[config.mk]
export PLATFORM = sky130hd
export DESIGN_NAME = mul_seq
export DESIGN_NICKNAME = d
export VERILOG_FILES = /design/src/rtl/mul_seq.sv
export SDC_FILE = /design/constraint.sdc
export NUM_CORES = 1
export LEC_CHECK = 0
export CORE_MARGIN = 3
export CORE_UTILIZATION = 30
export CTS_BUF_LIST = sky130_fd_sc_hd__clkbuf_4 sky130_fd_sc_hd__clkbuf_8
export DETAILED_ROUTE_END_ITERATION = 16
export PLACE_DENSITY = 0.47
export REMOVE_ABC_BUFFERS = 1
export SYNTH_ARGS = -nofsm -noshare
export SYNTH_HDL_FRONTEND = slang
export SYNTH_SLANG_ARGS = --single-unit
[constraint.sdc]
create_clock -name clk -period 5.4 [get_ports clk]
set_clock_uncertainty 0.1 [all_clocks]
set_input_delay 1.08 -clock clk [delete_from_list [all_inputs] [get_ports clk]]
set_output_delay 1.08 -clock clk [all_outputs]
set_load 0.02 [all_outputs]
[src/rtl/mul_seq.sv]
`default_nettype none
// ============================================================================
//  Module      : mul_seq
//  Description : Sequencer for the 8x16 multiply-accumulate datapath. Takes a
//                job of N operands, streams them in over valid/ready, keeps a
//                16-bit truncated running product with a sticky overflow
//                flag, and mirrors clock-enable/init strobes to the external
//                accumulator.
//  Revision    : 1.0 - initial release
// ============================================================================
module mul_seq #(
    parameter int CNT_W = 4
) (
    input  logic             clk,
    input  logic             nReset,
    input  logic             start,
    input  logic [CNT_W-1:0] count,
    input  logic             abort,
    input  logic [7:0]       op_data,
    input  logic             op_valid,
    output logic             op_ready,
    output logic             busy,
    output logic             done,
    output logic [15:0]      result,
    output logic             ovf,
    output logic             ce_aku,
    output logic             init_aku
);

    typedef enum logic [1:0] {
        S_IDLE = 2'd0,
        S_RUN  = 2'd1,
        S_DONE = 2'd2
    } state_t;

    state_t           state_q, state_d;
    logic [CNT_W-1:0] cnt_q, cnt_d;
    logic [15:0]      result_q, result_d;
    logic             ovf_q, ovf_d;

    logic             accept;
    logic [23:0]      product;

    // Abort wins over acceptance, so an aborted cycle never consumes an operand.
    assign accept   = (state_q == S_RUN) && op_valid && !abort;
    assign product  = {8'd0, result_q} * {16'd0, op_data};

    assign op_ready = (state_q == S_RUN);
    assign busy     = (state_q != S_IDLE);
    assign done     = (state_q == S_DONE);
    assign result   = result_q;
    assign ovf      = ovf_q;
    // Accumulator strobes are combinational so the shared datapath moves in
    // the same cycle as this sequencer.
    assign ce_aku   = accept;
    assign init_aku = (state_q == S_IDLE) && start;

    // Next-state and datapath update for the job sequencer.
    always_comb begin
        state_d  = state_q;
        cnt_d    = cnt_q;
        result_d = result_q;
        ovf_d    = ovf_q;
        case (state_q)
            S_IDLE: begin
                if (start) begin
                    result_d = 16'h0001;
                    ovf_d    = 1'b0;
                    cnt_d    = count;
                    // An empty job is the empty product: finish immediately.
                    state_d  = (count == '0) ? S_DONE : S_RUN;
                end
            end
            S_RUN: begin
                if (abort) begin
                    state_d = S_IDLE;
                end else if (accept) begin
                    result_d = product[15:0];
                    ovf_d    = ovf_q | (product[23:16] != 8'd0);
                    cnt_d    = cnt_q - CNT_W'(1);
                    if (cnt_q == CNT_W'(1)) begin
                        state_d = S_DONE;
                    end
                end
            end
            S_DONE: begin
                state_d = S_IDLE;
            end
            default: begin
                state_d = S_IDLE;
            end
        endcase
    end

    // State registers; asynchronous reset drops any job in flight.
    always_ff @(posedge clk or negedge nReset) begin
        if (!nReset) begin
            state_q  <= S_IDLE;
            cnt_q    <= '0;
            result_q <= 16'h0001;
            ovf_q    <= 1'b0;
        end else begin
            state_q  <= state_d;
            cnt_q    <= cnt_d;
            result_q <= result_d;
            ovf_q    <= ovf_d;
        end
    end

endmodule
`default_nettype wire

==> reports/metrics.cfg <==
[outcome]
status=finished with violations
violations=setup timing

[power]
power.leakage_nw=3.28
p_per_area_nw_per_um2=619
total_power_w=0.00417
peakVddDrop_v=0.000255

[place]
dp_hpwl_mm=11.3
numPortBuffers=38
place_congestion=0.869

[synth]
ys.flop_type=dfrtp_1
synth_top_family_by_area=adder cells
synth_warnings=0
syn_area_um2=5210
avgSynthCellArea_um2=8.64
async_flop_share=1.00
synth_compound_area_frac=0.106
synth_top_area_frac=0.323
syn_inst=603
synthTopCellsByCount=inv_1, and2_1, fa_1
yosysTopAreaCell=fa_1
synth_fa_ha_area_frac=0.433
ys_seq_elements=23
seq_area_frac_synth=0.111
synth.area.top_cells=fa_1, and2_1, ha_1, dfrtp_1, inv_1
yosys.area_share.simple=0.229
synth_enable_flop_cells=0
yosysMostFrequentCell=inv_1
synth_xor_area_frac=0.0235
synthMuxAreaShare=0.00576
ys_types=49

[critical_path]
crit_slowest_cell=fa_1
cp_max_fo=6
ff2ff_setup_slack_ps=440
critPathMostFrequentCell=fa_1
required_ps=5450
worstSetupPathType=input port to register
ff2ff_path_depth=16
startpoint=op_data[4]
rr_startpoint=result[0]
critPathMaxStageDelay_ps=530
end_kind=register
start_kind=input port
crit_path_end=ovf
arrival_ps=5460
crit_chain=clkdlybuf4s15_2 -> buf_12 -> buf_4 -> and2_1 -> fa_1 -> fa_1 -> fa_1 -> inv_1 -> fa_1 -> inv_2 -> ha_4 -> nand4_1 -> nor2_2 -> a211oi_2 -> buf_4 -> o311ai_4 -> o31ai_2 -> nor4_2 -> a31oi_1
rr_endpoint=ovf

[die]
start_util=0.310
rows=47
core_um2=16800
dieArea_um2=19000
die_h_um=138
die_x_um=138
ios=39

[cts]
cts_tree=yes
htree_num_levels=1
clock_path_buffers=2
clk_pin_slew_worst_paths_ps=100
clkLatencyLatePin_ps=270
clkSinkCount=23
root_buffer=clkbuf_8
numCtsBuffers=3

[drt]
post_drt_via_cell_ratio=4.75
dr.pass1.iters=4
routedWlPerCell_um=15.3
drtAntennaViolNets=0
drt-total-wl_mm=14.1
drc_errors=0
drtIter0Drc=172
vias=4376

[global_route]
grt_first_pass_wirelength_mm=23.9
antenna_found_initial=0
grt-ovfl-total=0
grt_pass1_vias=4795
track_usage=0.157
grt_max_degree=25

[layout]
drive_gt1_frac=0.178
nets=850
diodes=0
n_fill_cell=1750
area_growth_pct=29.1

[timing]
drv_slew=0
slew_headroom=0.250
setup-violations-final=1
setup_ws_ps=-7.49
fin_setup_tns_ps=-7.49
post-route-min-period_ps=5410
period_share=1.00
finalHoldViolCount=0
rsz0062_at_grt=yes
worst_slew_pin_slew_ps=1120
hold_slack_ps=441
max_freq_mhz=185

[hold_path]
min-delay-path-class=register to register

[flow_run]
cap_violations=0

[worst max-delay path, delay by kind of cell]
kind / cells / cell delay (ps)
AOI/OAI and AO/OA: 4 / 590
adders and majority gates: 5 / 2240
buffers and inverters: 6 / 740
and+or+nand+nor: 4 / 800
[worst min-delay path by stage]
| stage | start | endpoint | slack [ps] | cells past startpoint |
|---|---|---|---|---|
| after floorplan | cnt_q[1] | cnt_q[1] | 370 | 2 |
| after global placement | cnt_q[1] | cnt_q[1] | 400 | 2 |
| after detailed placement | cnt_q[1] | cnt_q[1] | 430 | 2 |
| after CTS | cnt_q[1] | cnt_q[1] | 460 | 2 |
| after global routing | cnt_q[1] | cnt_q[1] | 510 | 2 |
| final | cnt_q[1] | cnt_q[1] | 440 | 2 |
[cell usage in the layout, fill, tap and decap left out, drive strengths merged, types with 3 or more instances in the layout]
master,count
clkdlybuf4s50,32
nor2b,4
nand3,16
nand4,3
a41oi,3
ha,46
nor2,16
fa,84
inv,105
xnor2,6
a211oi,6
nand2,58
a21oi,18
a21o,8
clkbuf,3
nor4,4
mux2i,3
nand2b,5
o31ai,3
xor2,8
nor3,8
o21ai,31
buf,81
dfrtp,22
and2,96
nor3b,3
[flip-flops by register name, summed over array words and instances, names as in the netlist]
register / flops
state_q: 2
ovf: 1
result: 16
cnt_q: 4
[cell families after synthesis]
family          count (synthesis)
simple gates                  221
xor+xnor                       14
buf+inv                       126
flops                          23
compound gates                 86
fa+ha+maj                     130
mux                             3
[layer usage]
metal | up-vias | global-route usage | wire length, µm
li1 | 2110 | - | -
met4 | 0 | 0.0209 | 123
met3 | 13 | 0.0124 | 194
met2 | 42 | 0.283 | 7090
met1 | 2211 | 0.211 | 6680
met5 | - | 0 | 0
[power by group]
group	total [W]	switching (W)	internal, W
Clock	0.000115	0.0000628	0.0000523
Combinational	0.00364	0.00188	0.00176
Sequential	0.000416	0.000174	0.000242
[metrics by stage]
stage               cells  instance area (µm²)  utilization  setup slack (ps)
floorplan             582                 5130            -               227
CTS                   920                 6610        0.393              2.33
detailed placement    903                 6310        0.375              -773
finish                922                 6730        0.400             -7.49
global placement      903                 6310        0.375              -661
global route          922                 6730        0.400              -172
[cell type report]
type / count / area [µm²] / share of cell area
repair buffers: 116 / 1060 / 0.158
well taps: 220 / 275 / 0.0409
flip-flops and latches: 23 / 577 / 0.0857
inverters: 105 / 394 / 0.0586
clock buffers: 3 / 41.3 / 0.00614
multi-input cells: 454 / 4370 / 0.650
clock inverters: 1 / 7.51 / 0.00112
[repair_timing]
| item | CTS | global route |
|---|---|---|
| endpoints found under the setup margin | 7 | 2 |
| endpoints found under the hold margin | 0 | 0 |
| setup buffers | 11 | 2 |
| pin swaps | 26 | 20 |
| resized for setup | 50 | 19 |
| cloned | 2 | 0 |
| hold buffers | 0 | 0 |
No activity file was read; power rests on OpenSTA's default activity.
